**config.mk**
```make
export PLATFORM = sky130hd
export DESIGN_NAME = uart_tx_flat
export DESIGN_NICKNAME = d
export VERILOG_FILES = /design/src/rtl/uart_tx_if.sv /design/src/rtl/uart_tx.sv /design/src/flat_wrapper.sv
export SDC_FILE = /design/constraint.sdc
export NUM_CORES = 1
export LEC_CHECK = 0
export ABC_CLOCK_PERIOD_IN_PS = 3000
export CAP_MARGIN = 15
export CORE_ASPECT_RATIO = 0.9
export CORE_MARGIN = 5
export CORE_UTILIZATION = 25
export DETAILED_ROUTE_END_ITERATION = 8
export PLACE_DENSITY = 0.53
export REMOVE_ABC_BUFFERS = 1
export SLEW_MARGIN = 20
export SYNTH_ARGS = -nofsm -noshare
export SYNTH_HDL_FRONTEND = slang
export SYNTH_SLANG_ARGS = --single-unit
```
**constraint.sdc**
```tcl
create_clock -name clk_i -period 3 [get_ports clk_i]
set_input_delay 0.45 -clock clk_i [delete_from_list [all_inputs] [get_ports clk_i]]
set_output_delay 0.45 -clock clk_i [all_outputs]
set_load 0.005 [all_outputs]
```
**src/rtl/uart_tx_if.sv**
```systemverilog
// FIFO read-port bundle between a byte FIFO and the UART transmitter.
// The FIFO side is the master; the transmitter pops through the slave view.
interface uart_tx_if #(
    parameter int DATA_WIDTH = 8
);
    logic [DATA_WIDTH-1:0] fifo_data;
    logic                  fifo_empty;
    logic                  fifo_rd_en;

    modport master (
        output fifo_data,
        output fifo_empty,
        input  fifo_rd_en
    );

    modport slave (
        input  fifo_data,
        input  fifo_empty,
        output fifo_rd_en
    );
endinterface

```
**src/rtl/uart_tx.sv**
```systemverilog
// UART transmitter: 8N1-style frames (start, DATA_WIDTH bits LSB first,
// one stop bit, no parity) fed from a registered-output byte FIFO.
module uart_tx #(
    parameter int CLKS_PER_BIT = 104,
    parameter int DATA_WIDTH   = 8
) (
    input  logic      clk_i,
    input  logic      rst_i,
    input  logic      tx_en_i,
    uart_tx_if.slave  fifo,
    output logic      tx_o,
    output logic      busy_o
);

    localparam int CW = $clog2(CLKS_PER_BIT);
    localparam int IW = (DATA_WIDTH > 1) ? $clog2(DATA_WIDTH) : 1;

    localparam logic [CW-1:0] LP_CNT_MAX = CW'(CLKS_PER_BIT - 1);
    localparam logic [IW-1:0] LP_IDX_MAX = IW'(DATA_WIDTH - 1);

    typedef enum logic [2:0] {
        S_IDLE,
        S_LOAD,
        S_START,
        S_DATA,
        S_STOP
    } state_t;

    state_t                r_state;
    logic [CW-1:0]         r_cnt;
    logic [IW-1:0]         r_idx;
    logic [DATA_WIDTH-1:0] r_shift;
    logic                  r_tx;
    logic                  r_busy;
    logic                  r_rd_en;

    logic w_bit_end;
    logic w_go;

    assign w_bit_end = (r_cnt == LP_CNT_MAX);
    assign w_go      = tx_en_i & ~fifo.fifo_empty;

    assign tx_o            = r_tx;
    assign busy_o          = r_busy;
    assign fifo.fifo_rd_en = r_rd_en;

    // Frame sequencer; every output is a register updated on state or bit edges.
    always_ff @(posedge clk_i) begin
        if (rst_i) begin
            r_state <= S_IDLE;
            r_cnt   <= '0;
            r_idx   <= '0;
            r_shift <= '0;
            r_tx    <= 1'b1;
            r_busy  <= 1'b0;
            r_rd_en <= 1'b0;
        end else begin
            unique case (r_state)
                S_IDLE: begin
                    r_tx    <= 1'b1;
                    r_busy  <= 1'b0;
                    r_rd_en <= 1'b0;
                    r_cnt   <= '0;
                    r_idx   <= '0;
                    if (w_go) begin
                        // Pop is raised for the LOAD cycle only.
                        r_state <= S_LOAD;
                        r_busy  <= 1'b1;
                        r_rd_en <= 1'b1;
                    end
                end
                S_LOAD: begin
                    // FIFO read data is already valid here; later changes
                    // on the port cannot reach the frame.
                    r_shift <= fifo.fifo_data;
                    r_rd_en <= 1'b0;
                    r_tx    <= 1'b0;
                    r_cnt   <= '0;
                    r_state <= S_START;
                end
                S_START: begin
                    if (w_bit_end) begin
                        r_cnt   <= '0;
                        r_idx   <= '0;
                        r_tx    <= r_shift[0];
                        r_shift <= r_shift >> 1;
                        r_state <= S_DATA;
                    end else begin
                        r_cnt <= r_cnt + CW'(1);
                    end
                end
                S_DATA: begin
                    if (w_bit_end) begin
                        r_cnt <= '0;
                        if (r_idx == LP_IDX_MAX) begin
                            r_tx    <= 1'b1;
                            r_state <= S_STOP;
                        end else begin
                            r_idx   <= r_idx + IW'(1);
                            r_tx    <= r_shift[0];
                            r_shift <= r_shift >> 1;
                        end
                    end else begin
                        r_cnt <= r_cnt + CW'(1);
                    end
                end
                S_STOP: begin
                    if (w_bit_end) begin
                        r_cnt   <= '0;
                        r_busy  <= 1'b0;
                        r_state <= S_IDLE;
                    end else begin
                        r_cnt <= r_cnt + CW'(1);
                    end
                end
                default: begin
                    r_state <= S_IDLE;
                    r_cnt   <= '0;
                    r_tx    <= 1'b1;
                    r_busy  <= 1'b0;
                    r_rd_en <= 1'b0;
                end
            endcase
        end
    end

endmodule

```
**src/flat_wrapper.sv**
```systemverilog
// flat-port wrapper written by rule: the top's interface ports become plain ports
module uart_tx_flat 
#(
    parameter int CLKS_PER_BIT = 104,
    parameter int DATA_WIDTH   = 8
)
  (clk_i, rst_i, tx_en_i, tx_o, busy_o, fifo_fifo_data, fifo_fifo_empty, fifo_fifo_rd_en);
  uart_tx_if #(.DATA_WIDTH(DATA_WIDTH)) fifo_i ();
  input  logic clk_i;
  input  logic rst_i;
  input  logic tx_en_i;
  output logic tx_o;
  output logic busy_o;
  input wire logic [$bits(fifo_i.fifo_data)-1:0] fifo_fifo_data;
  input wire logic [$bits(fifo_i.fifo_empty)-1:0] fifo_fifo_empty;
  output wire logic [$bits(fifo_i.fifo_rd_en)-1:0] fifo_fifo_rd_en;
  assign fifo_i.fifo_data = fifo_fifo_data;
  assign fifo_i.fifo_empty = fifo_fifo_empty;
  assign fifo_fifo_rd_en = fifo_i.fifo_rd_en;
  uart_tx #(.CLKS_PER_BIT(CLKS_PER_BIT), .DATA_WIDTH(DATA_WIDTH)) u_core (.clk_i(clk_i), .rst_i(rst_i), .tx_en_i(tx_en_i), .fifo(fifo_i), .tx_o(tx_o), .busy_o(busy_o));
endmodule
```
# Yosys cells after proc, flatten, opt, wreduce, memory -nomap -nowiden
# Index checks and enable logic that the tools add are counted.
dict set report classes {
  eq_ne 12
  bitwise 5
  reduce_logical 11
  n_mux 21
  add_sub_neg 2
}
# operator count
set ops {}
lappend ops {{two-way mux 8 bit} 3}
lappend ops {{one-hot mux 8 bit (3 select lines)} 1}
lappend ops {{two-way mux 3 bit} 7}
lappend ops {{one-hot mux 3 bit (5 select lines)} 1}
lappend ops {{!= test 2 x 1 -> 1 bit, second input constant} 5}
lappend ops {{one-hot mux 3 bit (3 select lines)} 1}
lappend ops {{OR reduction 3 bit} 3}
lappend ops {{AND reduction 4 bit} 2}
lappend ops {{adder 7 x 1 -> 7 bit, second input constant} 1}
lappend ops {{== test 7 bit, second input constant} 1}
lappend ops {{== test 3 x 2 -> 1 bit, second input constant} 2}
lappend ops {{== test 3 bit, second input constant} 2}
lappend ops {{nonzero test 3 bit} 2}
lappend ops {{two-way mux 1 bit} 5}
lappend ops {{AND reduction 5 bit} 1}
lappend ops {{NOT 1 bit} 4}
lappend ops {{one-hot mux 1 bit (4 select lines)} 1}
lappend ops {{adder 3 x 1 -> 3 bit, second input constant} 1}
lappend ops {{== test 3 x 1 -> 1 bit, second input constant} 1}
lappend ops {{logical NOT 3 bit} 1}
lappend ops {{one-hot mux 1 bit (3 select lines)} 1}
lappend ops {{AND reduction 3 bit} 1}
lappend ops {{!= test 2 bit, second input constant} 1}
lappend ops {{one-hot mux 1 bit (2 select lines)} 1}
lappend ops {{2 further kinds} 2}
dict set report word_totals {
  elab_cells 58
  register_bits 24
  in_bits 12
  out_inout_bits 3
}

# Logic depth before layout (Yosys ltp)
# Gate-level depths: netlist of the first run.
dict set report depth {
  word_depth 4
  mapped_depth 6
  mapped_depth_nobuf 6
}

# Worst setup path before layout of the first run
# No wires, ideal clock.
dict set report synth_timing {
  kind {reg-to-reg}
  from {register u_core.r_cnt[3]}
  to {register u_core.r_state[2]}
  period_less_slack_ns 1.696
  setup_time_ns 0.087
  required_ns 2.913
  t_arrival_ns 1.609
  path_stages_with_launch 6
  n_path_buf 1
  slack_ns 1.304
  cell_sequence {dfxtp_1 > or3b_4 > or2_1 > buf_6 > or4_1 > o31ai_1}
}
dict set report synth_via {
  elab_chain_cells 3
  word_cells_on_any_way 5
  classes_between {eq/ne: 4; reduce/logical: 1}
}
# element line_no
set synth_lines {}
lappend synth_lines {{start, declared} uart_tx.sv:30} ;# logic [CW-1:0] r_cnt;
lappend synth_lines {{start signal, assigned} uart_tx.sv:89} ;# r_cnt <= r_cnt + CW'(1);
lappend synth_lines {{start signal, assigned} uart_tx.sv:104} ;# r_cnt <= r_cnt + CW'(1);
lappend synth_lines {{start signal, assigned} uart_tx.sv:113} ;# r_cnt <= r_cnt + CW'(1);
lappend synth_lines {{== test 7 bit *} uart_tx.sv:40} ;# assign w_bit_end = (r_cnt == LP_CNT_MAX);
lappend synth_lines {{!= test 2 x 1 -> 1 bit (no source line)} n/a}
lappend synth_lines {{AND reduction 5 bit (no source line) *} n/a}
lappend synth_lines {{end signal, assigned} uart_tx.sv:50} ;# r_state <= S_IDLE;
lappend synth_lines {{end signal, assigned} uart_tx.sv:67} ;# r_state <= S_LOAD;
lappend synth_lines {{end signal, assigned} uart_tx.sv:79} ;# r_state <= S_START;
lappend synth_lines {{end, declared} uart_tx.sv:29} ;# state_t r_state;
# Mark *: on every way between the ends. The rest lies on a longest branch, timed or not.
# A chain may end at the register's enable or synchronous reset.

# Worst setup path after layout of the first run
dict set report layout_timing {
  from {register u_core.r_idx[0]}
  to {register u_core.r_shift[2]}
}
dict set report layout_via {
  elab_chain_cells 3
}
# element line_no
set layout_lines {}
lappend layout_lines {{start, declared} uart_tx.sv:31} ;# logic [IW-1:0] r_idx;
lappend layout_lines {{start signal, assigned} uart_tx.sv:99} ;# r_idx <= r_idx + IW'(1);
lappend layout_lines {{== test 3 bit} uart_tx.sv:95} ;# if (r_idx == LP_IDX_MAX) begin
lappend layout_lines {{!= test 2 bit (no source line)} n/a}
lappend layout_lines {{AND reduction 4 bit (no source line)} n/a}
lappend layout_lines {{end signal, assigned} uart_tx.sv:75} ;# r_shift <= fifo.fifo_data;
lappend layout_lines {{end signal, assigned} uart_tx.sv:86} ;# r_shift <= r_shift >> 1;
lappend layout_lines {{end signal, assigned} uart_tx.sv:101} ;# r_shift <= r_shift >> 1;
lappend layout_lines {{end, declared} uart_tx.sv:32} ;# logic [DATA_WIDTH-1:0] r_shift;
# No other way between the ends.

==> flow_metrics.env, run 1 <==
export IMPL_post_place_ws_ns=0.9314
export IMPL_fin_crit_ns=1.959
export IMPL_grt_pass1_wl_mm=4.457
export IMPL_finalMaxSlewViolations=0
export IMPL_numCtsBuffers=3
export IMPL_root_buffer="clkbuf_8"
export IMPL_initial_utilization_pct=26.22
export IMPL_clkTransAtPathRegs_ns=0.08
export IMPL_setup_slack_ns=1.041
export IMPL_synth_compound_area_share_pct=19.83
export IMPL_synth_top_family_by_area="simple AND/OR/NAND/NOR gates"
export IMPL_grt_start_max_net_pins=20
export IMPL_port_buffers=14
export IMPL_synth_xor_area_share_pct=2.938
export IMPL_irDropWorstVdd_mv=0.2136
export IMPL_cts_buffer_depth=2
export IMPL_crit_path_cell_trace="ha_1 -> ha_1 -> and2_1 -> o31ai_1 -> a21oi_1 -> nor2_1"
export IMPL_cts_resized=0
export IMPL_powerDensity_nw_per_um2=458.3
export IMPL_r2r_worst_path_cells=6
export IMPL_cts_num_sinks=24
export IMPL_rsz0062_at_grt="no"
export IMPL_synth_area_per_cell_um2=8.457
export IMPL_worstHoldPathType="flip-flop to flip-flop"
export IMPL_synthMuxAreaShare_pct=2.728
export IMPL_postCtsHoldBufs=0
export IMPL_hold_slack_ns=0.4648
export IMPL_cap_violations=0
export IMPL_die_area_um2=6252
export IMPL_post_drt_via_cell_ratio=4.883
export IMPL_crit_family="compound AO/OA/AOI/OAI gates"
export IMPL_min_delay_start="u_core.r_cnt[0]$_SDFF_PP0_"
export IMPL_dpl_hpwl_mm=1.983
export IMPL_yosys_area_top_type_share_pct=40.29
export IMPL_cp_arrival_ns=2.16
export IMPL_fin_skew_ns=0.004520
export IMPL_die_w_um=82.80
export IMPL_drive_above_1_share_pct=4.636
export IMPL_p_total_w=0.0006542
export IMPL_cpPeakStageDelay_ns=0.68
export IMPL_clock_latency_ns=0.26
export IMPL_drtIter0Drc=59
export IMPL_p_leak_nw=0.4738
export IMPL_ys_types=38
export IMPL_synthAdderAreaFrac_pct=3.148
export IMPL_critical_path_buf_inv_count=0
export IMPL_final_common_cell="nor2_1"
export IMPL_path_class="flip-flop to flip-flop"
export IMPL_drc=0
export IMPL_postCtsSetupBuffers=0
export IMPL_hold_viol_final=0
export IMPL_fillCellCount=500
export IMPL_critPathSlowestCell="o31ai_1"
export IMPL_yosys_area_share_simple_pct=27.28
export IMPL_cts_tree="built"
export IMPL_ys_seq_elements=24
export IMPL_synth_seq_area_share_pct=40.29
export IMPL_setup_tns_ns=0
export IMPL_ys_async_sr_fraction_pct=0
export IMPL_critical_path_endpoint_type="flip-flop"
export IMPL_ys_top_cells_by_area="dfxtp_1 (40%), nor2_1 (7.9%), o31ai_1 (5.7%), nor4b_1 (5.1%), a21oi_1 (3.8%)"
export IMPL_wl_per_cell_um=12.45
export IMPL_slew_headroom_pct=44.24
export IMPL_fmaxAchievable_mhz=510.4
export IMPL_detail_route_antenna_nets=0
export IMPL_coreArea_um2=4547
export IMPL_period_share_pct=65.30
export IMPL_grt_overflow_total=0
export IMPL_worst_setup_path_start_kind="flip-flop"
export IMPL_vias=1040
export IMPL_drt_pass1_iter_count=4
export IMPL_nNetsFinal=167
export IMPL_grt_pass1_vias=1000
export IMPL_rrSetupSlack_ns=1.04
export IMPL_cp_data_required_time_ns=3.20
export IMPL_timing_rr_end="u_core.r_shift[2]$_SDFFE_PP0P_"
export IMPL_die_h_um=75.52
export IMPL_syn_cell_area_um2=1192
export IMPL_drt_total_wl_mm=2.651
export IMPL_holdPathEnd="u_core.r_cnt[0]$_SDFF_PP0_"
export IMPL_hold_path_depth=1
export IMPL_synth_warning_count=0
export IMPL_postSynthCellCount=141
export IMPL_regToRegStartpoint="u_core.r_idx[0]$_SDFFE_PP0P_"
export IMPL_antenna_found_initial=0
export IMPL_place_gp_congestion=0.7695
export IMPL_diodes=0
export IMPL_synth_edf_count=0
export IMPL_setup_viol=0
export IMPL_htreeDepth=1
export IMPL_critPathMaxFanout=7
export IMPL_netlist_top_cell_by_area="dfxtp_1"
export IMPL_layout_common_cells="nor2_1 (25), dfxtp_1 (24), clkdlybuf4s50_1 (14), o31ai_1 (9), a21oi_1 (9)"
export IMPL_tightest_slew_ns=0.8294
export IMPL_boundaryPins=15
export IMPL_cp_common_cell="ha_1"
export IMPL_rows=23
export IMPL_area_growth_pct=19.73
export IMPL_status="complete, no violations"
export IMPL_synthFlopType="dfxtp_1"
export IMPL_grt_total_usage_pct=9.301
sequential cells by signal, indices dropped and copies added (netlist names):
name and flops:
u_core.busy_o 1, u_core.r_cnt 7, u_core.r_state 3, u_core.fifo.fifo_rd_en 1, u_core.tx_o 1, u_core.r_shift 8
u_core.r_idx 3
synthesized netlist by cell type, types with 2 or more instances:
cell type,n
a21oi_1,9
a22o_1,2
a31oi_1,4
clkbuf_1,6
dfxtp_1,24
ha_1,3
inv_1,2
mux2_2,2
nand2_1,5
nand3_1,4
nor2_1,25
nor2b_1,3
nor3_1,5
nor3b_1,2
nor4b_1,7
o21ai_0,5
o31ai_1,9
or3_1,2
xnor2_1,2
xor2_1,2
worst reg2reg max path, cell delays in order (launching register included):
cell	delay, ns
dfxtp_1	0.33
ha_1	0.20
ha_1	0.21
and2_1	0.20
o31ai_1	0.68
a21oi_1	0.14
nor2_1	0.12
power by group:
group / leakage (nW) / total [W] / internal, W / switching (W)
clock network: 0.0288 / 0.000214 / 0.000117 / 0.0000968
logic: 0.250 / 0.0000855 / 0.0000430 / 0.0000425
registers: 0.195 / 0.000355 / 0.000337 / 0.0000183
total: 0.474 / 0.000654 / 0.000497 / 0.000158
cells by family (layout without fill, tap and decap cells):
kind of cell | count (synthesis) | in the layout
and+or+nand+nor | 61 | 61
AOI/OAI and AO/OA | 36 | 36
DFF | 24 | 24
buffers and inverters | 10 | 20
xor gates and xnor gates | 4 | 4
adders and majority gates | 3 | 3
muxes | 3 | 3
worst max path at each step:
stage	startpoint	to	slack, ns	cells past startpoint
2_1_floorplan	u_core.r_cnt[3]$_SDFF_PP0_	u_core.r_state[2]$_SDFFE_PP0P_	1.32	4
3_3_place_gp	rst_i	u_core.r_idx[0]$_SDFFE_PP0P_	0.98	4
3_5_place_dp	rst_i	u_core.r_idx[0]$_SDFFE_PP0P_	0.93	4
4_1_cts	u_core.r_idx[0]$_SDFFE_PP0P_	u_core.r_shift[2]$_SDFFE_PP0P_	1.03	6
5_1_grt	u_core.r_idx[0]$_SDFFE_PP0P_	u_core.r_shift[6]$_SDFFE_PP0P_	0.85	6
6_report	u_core.r_idx[0]$_SDFFE_PP0P_	u_core.r_shift[2]$_SDFFE_PP0P_	1.04	6
stage by stage:
stage | util (%) | instance area [um^2] | instances
global route | 31.40 | 1428 | 213
CTS | 31.40 | 1428 | 213
detailed placement | 30.19 | 1373 | 209
finish | 31.40 | 1428 | 213
floorplan | - | 1155 | 133
global placement | 30.19 | 1373 | 209
metal layers:
metal	GRT usage, %	vias up	wire (um)
met1	12.22	488	1328
li1	-	535	-
met4	1.633	0	8
met3	3.191	2	111
met5	0	-	0
met2	15.04	15	1202
area by class of cell:
cell class / instances / area, um^2 / share of cell area [%]
Timing Repair Buffer: 14 / 140.1 / 9.816
Multi-Input combinational cell: 107 / 666.9 / 46.71
Inverter: 2 / 7.507 / 0.5259
Clock buffer: 4 / 55.05 / 3.856
Tap cell: 62 / 77.57 / 5.434
Sequential cell: 24 / 480.5 / 33.65
(Power assumes the default switching activity.)
==> inputs of run 2 (changes only) <==
ABC_CLOCK_PERIOD_IN_PS = 1950   (was 3000)
clock period = 1.95 ns   (was 3 ns; I/O delays follow)
==> flow_metrics.env, run 2 (synthesized netlist as in run 1, its figures left out) <==
export IMPL_root_buffer="clkbuf_8"
export IMPL_critPathMaxFanout=6
export IMPL_worstHoldPathType="flip-flop to flip-flop"
export IMPL_vias=1048
export IMPL_cts_tree="built"
export IMPL_wl_per_cell_um=12.30
export IMPL_grt_start_max_net_pins=19
export IMPL_rows=23
export IMPL_p_total_w=0.001025
export IMPL_clock_latency_ns=0.27
export IMPL_status="complete, no violations"
export IMPL_hold_slack_ns=0.4698
export IMPL_largestRegisters="u_core.r_shift x8, u_core.r_cnt x7"
export IMPL_period_share_pct=88.03
export IMPL_largest_reg_flops=8
export IMPL_grt_pass1_wl_mm=4.629
export IMPL_boundaryPins=15
export IMPL_coreArea_um2=4547
export IMPL_initial_utilization_pct=26.22
export IMPL_fin_crit_ns=1.717
export IMPL_irDropWorstVdd_mv=0.2886
export IMPL_grt_overflow_total=0
export IMPL_fin_cells=220
export IMPL_powerDensity_nw_per_um2=692.5
export IMPL_cts_resized=0
export IMPL_grt_pass1_vias=1041
export IMPL_port_buffers=14
export IMPL_die_area_um2=6252
export IMPL_final_common_cell="nor2_1"
export IMPL_die_h_um=75.52
export IMPL_regArea_um2=480.5
export IMPL_worst_setup_path_start_kind="flip-flop"
export IMPL_regToRegStartpoint="u_core.r_cnt[3]$_SDFF_PP0_"
export IMPL_finalMaxSlewViolations=0
export IMPL_diodes=0
export IMPL_postCtsSetupBuffers=0
export IMPL_cts_buffer_depth=2
export IMPL_clkTransAtPathRegs_ns=0.09
export IMPL_setup_viol=0
export IMPL_post_drt_via_cell_ratio=4.764
export IMPL_r2r_worst_path_cells=4
export IMPL_drive_above_1_share_pct=8.861
export IMPL_cap_violations=0
export IMPL_area_growth_pct=24.13
export IMPL_dpl_hpwl_mm=2.070
export IMPL_timing_rr_end="u_core.r_state[2]$_SDFFE_PP0P_"
export IMPL_tightest_slew_ns=0.5853
export IMPL_multiInputGateArea_um2=666.9
export IMPL_nNetsFinal=174
export IMPL_p_leak_nw=0.5067
export IMPL_fmaxAchievable_mhz=582.5
export IMPL_fin_skew_ns=0.005926
export IMPL_placed_cells=216
export IMPL_slew_headroom_pct=60.93
export IMPL_rsz0062_at_grt="no"
export IMPL_layout_common_cells="nor2_1 (25), dfxtp_1 (24), clkdlybuf4s50_1 (14), o31ai_1 (9), a21oi_1 (9)"
export IMPL_cp_data_required_time_ns=2.14
export IMPL_place_gp_congestion=0.7950
export IMPL_drt_pass1_iter_count=4
export IMPL_top_register="u_core.r_shift"
export IMPL_crit_start="u_core.r_cnt[3]$_SDFF_PP0_"
export IMPL_fillCellCount=514
export IMPL_setup_tns_ns=0
export IMPL_drt_total_wl_mm=2.707
export IMPL_hold_viol_final=0
export IMPL_holdPathEnd="u_core.r_shift[0]$_SDFFE_PP0P_"
export IMPL_rrSetupSlack_ns=0.23
export IMPL_critical_path_endpoint_type="flip-flop"
export IMPL_htreeDepth=1
export IMPL_detail_route_antenna_nets=0
export IMPL_grt_total_usage_pct=9.499
export IMPL_drc=0
export IMPL_cts_num_sinks=24
export IMPL_numCtsBuffers=3
export IMPL_cp_arrival_ns=1.91
export IMPL_antenna_found_initial=0
export IMPL_die_w_um=82.80
export IMPL_hold_path_depth=2
export IMPL_drtIter0Drc=82
export IMPL_postCtsHoldBufs=0
export IMPL_min_delay_start="u_core.r_shift[0]$_SDFFE_PP0P_"
export IMPL_path_class="flip-flop to flip-flop"
## run 2: where the power goes
part	switching, W	leakage, nW	internal (W)
combinational	0.0000712	0.282	0.0000728
clock	0.000160	0.0288	0.000180
sequential	0.0000222	0.195	0.000518
total	0.000254	0.507	0.000771
## run 2: worst max-delay path, cell delays in order, from the launching register on
cell	delay, ns
dfxtp_1	0.37
or3b_4	0.42
or2_1	0.29
or4_1	0.49
o31ai_1	0.07
## run 2: layout make-up
| class | count | area share [%] |
|---|---|---|
| Tap cell | 62 | 5.241 |
| Inverter | 2 | 0.5072 |
| Multi-Input combinational cell | 107 | 45.05 |
| Clock buffer | 4 | 3.719 |
| Timing Repair Buffer | 21 | 13.02 |
| Sequential cell | 24 | 32.46 |
## run 2: per-layer routing
metal	vias to the layer above	share of wire (%)	track usage, %
met1	479	51	12.94
met3	2	4.0	3.191
met5	-	0	0
li1	553	-	-
met4	0	0.30	1.633
met2	14	44	14.86
## run 2: through the flow
step / setup WS [ns] / utilization (%) / area [um^2]
5_1_grt: 0.02212 / 32.55 / 1480
2_1_floorplan: 0.2741 / - / 1155
4_1_cts: 0.2333 / 32.55 / 1480
3_5_place_dp: 0.2439 / 31.34 / 1425
3_3_place_gp: 0.2751 / 31.34 / 1425
6_report: 0.2334 / 32.55 / 1480
## run 2: worst max-delay path by stage
| stage | cells after the start | endpoint | slack, ns |
|---|---|---|---|
| 6_report | 4 | u_core.r_state[2]$_SDFFE_PP0P_ | 0.23 |
| 2_1_floorplan | 4 | u_core.r_state[2]$_SDFFE_PP0P_ | 0.27 |
| 5_1_grt | 4 | u_core.r_cnt[5]$_SDFF_PP0_ | 0.02 |
| 3_5_place_dp | 4 | u_core.r_idx[0]$_SDFFE_PP0P_ | 0.24 |
| 3_3_place_gp | 4 | u_core.r_idx[0]$_SDFFE_PP0P_ | 0.28 |
| 4_1_cts | 4 | u_core.r_state[2]$_SDFFE_PP0P_ | 0.23 |
